==> src/rtl/proc_pkg.sv <==
// ============================================================
// proc_pkg : shared opcodes, field positions and FSM states
// Rev 1.0
// ============================================================
`default_nettype none

package proc_pkg;

  localparam logic [4:0] OP_R    = 5'b00000;
  localparam logic [4:0] OP_JAL  = 5'b00011;
  localparam logic [4:0] OP_ADDI = 5'b00101;
  localparam logic [4:0] OP_LW   = 5'b01000;
  localparam logic [4:0] OP_SW   = 5'b00111;
  localparam logic [4:0] OP_BNE  = 5'b00010;
  localparam logic [4:0] OP_BLT  = 5'b00110;
  localparam logic [4:0] OP_JR   = 5'b00100;
  localparam logic [4:0] OP_BEX  = 5'b10110;
  localparam logic [4:0] OP_SETX = 5'b10101;

  localparam logic [4:0] ALU_MUL = 5'b00110;
  localparam logic [4:0] ALU_DIV = 5'b00111;

  localparam logic [4:0] REG_STATUS = 5'd30;

  localparam int OPC_MSB = 31;
  localparam int OPC_LSB = 27;
  localparam int RD_MSB  = 26;
  localparam int RD_LSB  = 22;
  localparam int RS_MSB  = 21;
  localparam int RS_LSB  = 17;
  localparam int RT_MSB  = 16;
  localparam int RT_LSB  = 12;
  localparam int ALU_MSB = 6;
  localparam int ALU_LSB = 2;

  typedef enum logic {
    IDLE   = 1'b0,
    MD_RUN = 1'b1
  } md_state_t;

endpackage

`default_nettype wire

==> src/rtl/src_decode.sv <==
// ============================================================
// src_decode : source-register and class decode of one instruction
// Rev 1.0
// ============================================================
`default_nettype none

module src_decode
  import proc_pkg::*;
(
  input  logic [31:0] i_instr,
  output logic [4:0]  o_src_a,
  output logic [4:0]  o_src_b,
  output logic        o_uses_src_b,
  output logic        o_is_branch,
  output logic        o_writes_rd
);

  logic [4:0] w_op;
  logic [4:0] w_rd;
  logic [4:0] w_rs;
  logic [4:0] w_rt;
  logic       w_unused_bits;

  assign w_op = i_instr[OPC_MSB:OPC_LSB];
  assign w_rd = i_instr[RD_MSB:RD_LSB];
  assign w_rs = i_instr[RS_MSB:RS_LSB];
  assign w_rt = i_instr[RT_MSB:RT_LSB];
  assign w_unused_bits = ^i_instr[11:0];

  always_comb begin
    o_src_a      = w_rs;
    o_src_b      = 5'd0;
    o_uses_src_b = 1'b0;
    o_is_branch  = 1'b0;
    o_writes_rd  = 1'b0;
    case (w_op)
      OP_R: begin
        o_src_b      = w_rt;
        o_uses_src_b = 1'b1;
        o_writes_rd  = 1'b1;
      end
      OP_SW: begin
        o_src_b      = w_rd;
        o_uses_src_b = 1'b1;
      end
      OP_BNE, OP_BLT, OP_JR: begin
        o_src_b      = w_rd;
        o_uses_src_b = 1'b1;
        o_is_branch  = 1'b1;
      end
      // bex tests the status register implicitly
      OP_BEX: begin
        o_src_b      = REG_STATUS;
        o_uses_src_b = 1'b1;
        o_is_branch  = 1'b1;
      end
      OP_LW, OP_ADDI, OP_JAL, OP_SETX: begin
        o_writes_rd  = 1'b1;
      end
      default: begin
        o_src_b      = 5'd0;
      end
    endcase
  end

endmodule

`default_nettype wire

==> src/rtl/hazard_ctrl.sv <==
// ============================================================
// hazard_ctrl : stall/bubble/flush scheduling and multdiv sequencing
// Rev 1.0
// ============================================================
`default_nettype none

module hazard_ctrl
  import proc_pkg::*;
#(
  parameter int MD_MAX_CYCLES = 40,
  parameter int STALL_CNT_W   = 32
) (
  input  logic                   clock,
  input  logic                   reset_n,
  input  logic [31:0]            InstrFD,
  input  logic [31:0]            InstrDX,
  input  logic [31:0]            InstrXM,
  input  logic                   branch_taken,
  input  logic                   md_ready,
  output logic                   stall_f,
  output logic                   stall_d,
  output logic                   stall_x,
  output logic                   bubble_dx,
  output logic                   bubble_xm,
  output logic                   flush_fd,
  output logic                   md_start_mult,
  output logic                   md_start_div,
  output logic                   md_busy,
  output logic                   md_timeout,
  output logic [STALL_CNT_W-1:0] stall_count
);

  localparam int                  MD_CNT_W = $clog2(MD_MAX_CYCLES);
  localparam logic [MD_CNT_W-1:0] MD_LAST  = MD_CNT_W'(MD_MAX_CYCLES - 1);

  logic [4:0]          w_fd_src_a;
  logic [4:0]          w_fd_src_b;
  logic                w_fd_uses_b;
  logic                w_fd_is_branch;
  logic                w_fd_writes_rd;

  logic [4:0]          w_dx_op;
  logic [4:0]          w_dx_rd;
  logic [4:0]          w_dx_alu;
  logic [4:0]          w_xm_op;
  logic [4:0]          w_xm_rd;
  logic                w_dx_is_lw;
  logic                w_xm_is_lw;
  logic                w_dx_is_mul;
  logic                w_dx_is_div;
  logic                w_dx_hit;
  logic                w_xm_hit;
  logic                w_lu;
  logic                w_bl;
  logic                w_ld_stall;
  logic                w_unused_bits;

  md_state_t           r_state;
  md_state_t           w_next_state;
  logic [MD_CNT_W-1:0] r_md_cnt;
  logic [MD_CNT_W-1:0] w_md_cnt_nxt;
  logic                w_md_hold;
  logic                w_start_mult;
  logic                w_start_div;
  logic                w_timeout;

  logic [STALL_CNT_W-1:0] r_stall_count;

  src_decode u_fd_decode (
    .i_instr      (InstrFD),
    .o_src_a      (w_fd_src_a),
    .o_src_b      (w_fd_src_b),
    .o_uses_src_b (w_fd_uses_b),
    .o_is_branch  (w_fd_is_branch),
    .o_writes_rd  (w_fd_writes_rd)
  );

  assign w_dx_op  = InstrDX[OPC_MSB:OPC_LSB];
  assign w_dx_rd  = InstrDX[RD_MSB:RD_LSB];
  assign w_dx_alu = InstrDX[ALU_MSB:ALU_LSB];
  assign w_xm_op  = InstrXM[OPC_MSB:OPC_LSB];
  assign w_xm_rd  = InstrXM[RD_MSB:RD_LSB];

  assign w_unused_bits = ^{InstrDX[21:7], InstrDX[1:0], InstrXM[21:0], w_fd_writes_rd};

  assign w_dx_is_lw  = (w_dx_op == OP_LW);
  assign w_xm_is_lw  = (w_xm_op == OP_LW);
  assign w_dx_is_mul = (w_dx_op == OP_R) && (w_dx_alu == ALU_MUL);
  assign w_dx_is_div = (w_dx_op == OP_R) && (w_dx_alu == ALU_DIV);

  // r0 is hardwired, so a zero destination can never feed a source
  assign w_dx_hit = (w_dx_rd != 5'd0) &&
                    ((w_dx_rd == w_fd_src_a) || (w_fd_uses_b && (w_dx_rd == w_fd_src_b)));
  assign w_xm_hit = (w_xm_rd != 5'd0) &&
                    ((w_xm_rd == w_fd_src_a) || (w_fd_uses_b && (w_xm_rd == w_fd_src_b)));

  assign w_lu = w_dx_is_lw & w_dx_hit;
  assign w_bl = w_fd_is_branch & w_xm_is_lw & w_xm_hit;

  assign w_ld_stall = (w_lu | w_bl) & ~w_md_hold;

  always_ff @(posedge clock or negedge reset_n) begin
    if (!reset_n) begin
      r_state  <= IDLE;
      r_md_cnt <= '0;
    end else begin
      r_state  <= w_next_state;
      r_md_cnt <= w_md_cnt_nxt;
    end
  end

  always_comb begin
    w_next_state = r_state;
    w_md_cnt_nxt = r_md_cnt;
    w_md_hold    = 1'b0;
    w_start_mult = 1'b0;
    w_start_div  = 1'b0;
    w_timeout    = 1'b0;
    case (r_state)
      IDLE: begin
        if (w_dx_is_mul || w_dx_is_div) begin
          w_start_mult = w_dx_is_mul;
          w_start_div  = w_dx_is_div;
          w_md_hold    = 1'b1;
          w_next_state = MD_RUN;
          w_md_cnt_nxt = '0;
        end
      end
      MD_RUN: begin
        // Releasing in the ready/timeout cycle lets the op leave DX on this edge
        if (md_ready) begin
          w_next_state = IDLE;
          w_md_cnt_nxt = '0;
        end else if (r_md_cnt == MD_LAST) begin
          w_timeout    = 1'b1;
          w_next_state = IDLE;
          w_md_cnt_nxt = '0;
        end else begin
          w_md_hold    = 1'b1;
          w_md_cnt_nxt = r_md_cnt + MD_CNT_W'(1);
        end
      end
      default: begin
        w_next_state = IDLE;
        w_md_cnt_nxt = '0;
      end
    endcase
  end

  // Outputs are forced low while reset is held, regardless of latch contents
  assign stall_f       = reset_n & (w_md_hold | w_ld_stall);
  assign stall_d       = reset_n & (w_md_hold | w_ld_stall);
  assign stall_x       = reset_n & w_md_hold;
  assign bubble_dx     = reset_n & w_ld_stall;
  assign bubble_xm     = reset_n & w_md_hold;
  assign flush_fd      = reset_n & branch_taken & ~(w_md_hold | w_ld_stall);
  assign md_start_mult = reset_n & w_start_mult;
  assign md_start_div  = reset_n & w_start_div;
  assign md_busy       = reset_n & (r_state == MD_RUN);
  assign md_timeout    = reset_n & w_timeout;

  always_ff @(posedge clock or negedge reset_n) begin
    if (!reset_n) begin
      r_stall_count <= '0;
    end else if (stall_f && (r_stall_count != {STALL_CNT_W{1'b1}})) begin
      r_stall_count <= r_stall_count + STALL_CNT_W'(1);
    end
  end

  assign stall_count = r_stall_count;

endmodule

`default_nettype wire

==> config.mk <==
export PLATFORM = sky130hd
export DESIGN_NAME = hazard_ctrl
export DESIGN_NICKNAME = d
export VERILOG_FILES = /design/src/rtl/proc_pkg.sv /design/src/rtl/src_decode.sv /design/src/rtl/hazard_ctrl.sv
export SDC_FILE = /design/constraint.sdc
export NUM_CORES = 1
export LEC_CHECK = 0
export BUFFER_PORTS_ARGS = -buffer_cell sky130_fd_sc_hd__buf_4
export CAP_MARGIN = 25
export CORE_MARGIN = 2
export CORE_UTILIZATION = 47
export CTS_BUF_LIST = sky130_fd_sc_hd__clkbuf_8
export DETAILED_ROUTE_END_ITERATION = 8
export PLACE_DENSITY = 0.84
export SYNTH_ARGS = -nofsm -noshare
export SYNTH_HDL_FRONTEND = slang
export SYNTH_SLANG_ARGS = --single-unit
==> constraint.sdc <==
create_clock -name clock -period 3.1 [get_ports clock]
set_input_delay 0.465 -clock clock [delete_from_list [all_inputs] [get_ports clock]]
set_output_delay 0.465 -clock clock [all_outputs]
set_load 0.005 [all_outputs]
## Word level (Yosys, flattened, before mapping)

Index checks and enable logic that the tools add are counted.

- Bits in registers: 39
- Input bits: 100
- Output and inout port bits: 42
- Word-level logic and storage cells: 74

- Add/sub/neg operators: 2
- Equality and inequality tests: 16
- Mux-type cells: 18
- Bitwise gates (word level): 18
- Reduce and logical (&&, ||, !) cells: 17

Operators by type and width:

| cell | count |
|---|---|
| $add A32 B1 Y32 const B | 1 |
| $ne A32 B32 Y1 const B | 1 |
| $eq A5 B3 Y1 const B | 5 |
| $eq A5 B5 Y1 | 4 |
| $mux W6 | 3 |
| $pmux W5 S3 | 1 |
| $and A1 B1 Y1 | 13 |
| $mux W1 | 12 |
| $pmux W6 S2 | 1 |
| $eq A5 B4 Y1 const B | 2 |
| $logic_not A5 Y1 | 2 |
| $reduce_bool A5 Y1 | 2 |
| $reduce_or A4 Y1 | 2 |
| $logic_and A1 B1 Y1 | 7 |
| $add A6 B1 Y6 const B | 1 |
| $eq A6 B6 Y1 const B | 1 |
| $reduce_or A6 Y1 | 1 |
| $eq A5 B2 Y1 const B | 1 |
| $eq A5 B5 Y1 const B | 1 |
| $logic_or A1 B1 Y1 | 3 |
| $not A1 Y1 | 3 |
| $ne A2 B2 Y1 const B | 1 |
| $or A1 B1 Y1 | 2 |
| $pmux W1 S2 | 1 |

## Logic depth before layout (Yosys ltp)

- Depth in word-level cells: 13
- Depth in mapped cells: 12
- Gate-level depth less buffers: 9

## Hierarchy

From an unflattened synthesis, not the netlist that was laid out.

- Cells, all modules: 272
- Area total of the unflattened synthesis: 2547.4 µm²

Modules (own cells, without submodules):

| module | times used | cells an instance | area an instance (µm²) | sequential area each (µm²) |
|---|---|---|---|---|
| hazard_ctrl | 1 | 236 | 2326.0 | 975.9 |
| src_decode | 1 | 36 | 221.5 | 0.0 |

## Worst setup path after synthesis

No wires, ideal clock.

- Path type: input port to output port
- Start: input InstrFD[28]
- End: output bubble_dx
- Arrival: 2.289 ns
- Data required time: 2.635 ns
- Slack: 0.346 ns
- Stages on the path: 10
- Path buffers: 1
- Cells stage by stage: buf_6 -> or4b_1 -> a21oi_1 -> a31oi_1 -> xnor2_1 -> or3_1 -> nor3_1 -> o21ai_1 -> nand2_1 -> and3_1

- Cells in the longest elaborated chain, start to end: 11
- Elaborated cells between the ends (all ways): 26
- Those cells by class: eq/ne (7); mux (3); bitwise (6); reduce/logical (10)

Ends and longest elaborated chain:

| item | line | RTL |
|---|---|---|
| start: declaration | hazard_ctrl.sv:15 | `input logic [31:0] InstrFD,` |
| $eq A5 B3 Y1 or $eq A5 B2 Y1 (tied branches) | src_decode.sv:36 | `case (w_op)` |
| $reduce_or A4 Y1 (no line) | -- |  |
| $pmux W5 S3 | src_decode.sv:36 |  |
| $eq A5 B5 Y1 (on tied branches) | hazard_ctrl.sv:93, hazard_ctrl.sv:95 |  |
| $logic_and A1 B1 Y1 (on tied branches) | hazard_ctrl.sv:93, hazard_ctrl.sv:95 |  |
| $logic_or A1 B1 Y1 (on tied branches) | hazard_ctrl.sv:93, hazard_ctrl.sv:95 |  |
| $logic_and A1 B1 Y1 (on tied branches) | hazard_ctrl.sv:92, hazard_ctrl.sv:94 |  |
| $and A1 B1 Y1 (on tied branches) | hazard_ctrl.sv:97, hazard_ctrl.sv:98 |  |
| $or A1 B1 Y1 (*) | hazard_ctrl.sv:100 | `assign w_ld_stall = (w_lu \| w_bl) & ~w_md_hold;` |
| $and A1 B1 Y1 (*) | hazard_ctrl.sv:100 |  |
| $and A1 B1 Y1 (*) | hazard_ctrl.sv:154 | `assign bubble_dx = reset_n & w_ld_stall;` |
| end: declaration | hazard_ctrl.sv:23 | `output logic bubble_dx,` |

Every way passes the cells marked *; elsewhere a longest branch is shown, timed or not.

## Final worst setup path

- Start: input InstrFD[31]
- End: output bubble_dx

Same word-level chain as after synthesis.

==> flow_metrics.py <==
metrics = {
    "floorplanning": {
        "dieWidth_um": 78.8,
        "core_sq_um": 5440,
        "ios": 142,
        "die_h_um": 78.8,
        "core.rowCount": 27,
        "dieArea_sq_um": 6210,
        "start_util_pct": 48.3,
    },
    "critical_path": {
        "start_kind": "input pin",
        "crit_fanout": 9,
        "crit_top_cell": "buf_4",
        "cp_slowest_stage_delay_ns": 0.55,
        "path_class": "in2out",
        "crit_path_end_kind": "primary output",
        "arrival_ns": 2.51,
        "crit_slowest_cell": "or4b_4",
        "cp_cell_sequence": "buf_4 > or4b_4 > a21oi_4 > a31oi_2 > xnor2_1 > or3_1 > nor3_2 > o21ai_1 > nand2_1 > and3_1 > buf_4",
        "cp.required_ns": 2.63,
    },
    "logic_synthesis": {
        "seq_area_frac_synth_pct": 37.1,
        "synth_area_sq_um": 2630,
        "async_reset_ff_share_pct": 100,
        "syn-num-nets": 382,
        "synth_top_area_cell": "dfrtp_1",
        "ys_types": 41,
        "yosys_warnings": 0,
        "synth_area_leaders": "dfrtp_1, xnor2_1, nand4_1, and3_1, nand3_2",
        "synth_seq_cells": 39,
        "synth_cells": 280,
        "synthFlopType": "dfrtp_1",
        "synth_top_cell_area_share_pct": 37.1,
        "synth_edf_count": 0,
        "postSynthAreaPerCell_sq_um": 9.39,
    },
    "drt": {
        "avgViaCountPerCell": 5.50,
        "wl_um": 6380,
        "drtAntennaViolNets": 0,
        "post-route-drc-count": 0,
        "first_pass_iters": 4,
        "wl_per_cell_um": 14.4,
        "routed-via-count": 2433,
        "dr.first_iter.drc_count": 142,
    },
    "power_and_ir_drop": {
        "power_density_nw_per_um2": 298,
        "ir_drop_uv": 240,
        "swShare_pct": 24.0,
        "power_frac_comb_pct": 14.2,
        "p_sw_uw": 251,
        "p_clk_share_pct": 36.3,
        "p_leak_uw": 0.00160,
        "intPower_uw": 792,
        "p_total_uw": 1040,
        "p_seq_share_pct": 49.6,
    },
    "sta": {
        "setup_tns_ns": 0,
        "fin_crit_ns": 2.98,
        "fin_hold_ws_ns": 0.0323,
        "hold_viol": 0,
        "rsz0062_at_grt": "no",
        "slew_violations": 0,
        "clock.fmax_ghz": 0.336,
        "setup_violations": 0,
        "maxSlewHeadroom_pct": 66.9,
        "finClkSkew_ns": 0.00451,
        "period_share_pct": 96.1,
        "worstMarginPinSlew_ns": 0.492,
    },
    "global_routing": {
        "overflow": 0,
        "grt_pass1_wl_um": 10700,
        "grt_pass1_vias": 2324,
        "antenna_found_initial": 0,
        "grt.total_usage_pct": 21.1,
        "grt_start_max_net_pins": 51,
    },
    "layout": {
        "n_antenna_cell": 0,
        "most-common-layout-cells": "buf_4, xnor2_1, dfrtp_1, nand4_1, and3_1",
        "drive_above_1_share_pct": 34.9,
        "utilization_pct": 64.3,
        "final_common_cell": "buf_4",
        "syn2layout_area_growth_pct": 33.1,
        "nets": 471,
    },
    "clocking": {
        "cts_buffer_depth": 2,
        "clkTransAtPathRegs_ns": 0.07,
        "cts_root_buffer": "clkbuf_8",
        "clock_latency_ns": 0.29,
        "cts.sinks": 39,
        "holdBufCountCts": 0,
        "h-tree-depth": 2,
        "cts_tree": "built",
        "numCtsBuffers": 5,
    },
    "placement": {
        "io_buffers": 90,
        "place.gp.congestion": 0.881,
        "dp_hpwl_um": 4730,
    },
    "outcome": {
        "outcome": "finished, final reports clean",
    },
    "job": {
        "maxCapViolCount": 0,
    },
    "min_path": {
        "hold_class": "in2async",
    },
}
timing repair:
| item | CTS | global route |
|---|---|---|
| pin swaps | 0 | 8 |
| buffers inserted | 0 | 0 |
| setup endpoints to repair | 1 | 2 |
| resized for setup | 1 | 7 |
path summary, 6_finish.rpt:
check	from	endpoint	slack, ns	cells past startpoint
max	InstrFD[31]	bubble_dx	0.12	11
min	reset_n	stall_count[25]$_DFFE_PN0P_	0.03	1
max reg2reg	stall_count[6]$_DFFE_PN0P_	stall_count[29]$_DFFE_PN0P_	0.54	9
min reg2reg	stall_count[28]$_DFFE_PN0P_	stall_count[28]$_DFFE_PN0P_	0.50	1
max in group asynchronous	reset_n	stall_count[10]$_DFFE_PN0P_	2.60	2
min in group clock	stall_count[28]$_DFFE_PN0P_	stall_count[28]$_DFFE_PN0P_	0.50	1
power groups by stage:
stage | combinational (uW) | clock, uW | sequential, uW
after global placement | 138 | 0 | 526
after floorplan | 62.0 | 0 | 526
after CTS | 144 | 389 | 517
after detailed placement | 143 | 0 | 527
after global routing | 162 | 411 | 517
final | 148 | 378 | 517
worst max-delay path: cells and delay by family:
kind,cells,cell delay [ns]
and+or+nand+nor,5,1.31
AOI/OAI and AO/OA,3,0.30
buffers and inverters,2,0.25
xor gates and xnor gates,1,0.18
through the flow:
stage	std cells	setup slack (ns)	cell area [sq um]
floorplan	280	0.346	2630
global placement	434	0.102	3360
detailed placement	434	0.0104	3360
CTS	442	0.0236	3460
global route	442	0.00835	3500
finish	442	0.122	3500
routing by layer:
layer / GRT usage [%] / vias up / part of all wire, %
met1: 27.5 / 1153 / 43
met3: 3.07 / 13 / 5.2
met2: 37.2 / 82 / 50
li1: - / 1185 / -
met4: 4.56 / 0 / 2.0
met5: 0 / - / 0
flip-flops by register name, indices dropped and copies added, names as in the netlist:
name / flops
stall_count: 32
r_md_cnt: 6
r_state: 1
logic make-up after synthesis:
kind of cell / count (synthesis) / synth area share (%)
AND/OR/NAND/NOR: 135 / 31.3
flip-flops: 39 / 37.1
AO/OA/AOI/OAI: 27 / 7.04
buffers and inverters: 22 / 4.66
multiplexers: 2 / 0.857
adder cells (fa/ha/maj): 4 / 1.76
XOR/XNOR: 51 / 17.3
synthesized netlist by cell type, types with 5 or more instances:
| master | instances |
|---|---|
| nand4_1 | 22 |
| o21ai_0 | 9 |
| dfrtp_1 | 39 |
| nand2_1 | 16 |
| xnor2_1 | 45 |
| and3_1 | 20 |
| nand3_1 | 16 |
| a21oi_1 | 5 |
| clkbuf_1 | 5 |
| nor4_1 | 5 |
| nor3_1 | 7 |
| nor2_1 | 15 |
| nand3_2 | 9 |
| xor2_1 | 5 |
| inv_1 | 9 |
layout make-up:
cell class / instances / area, sq um
clock buffers: 7 / 96.3
inverters: 9 / 33.8
well taps: 72 / 90.1
flip-flops and latches: 39 / 976
fillers: 447 / 1940
repair buffers: 95 / 726
multi-input cells: 219 / 1570
clock inverters: 1 / 7.51
Note: power is estimated with default switching activity, not from simulation.
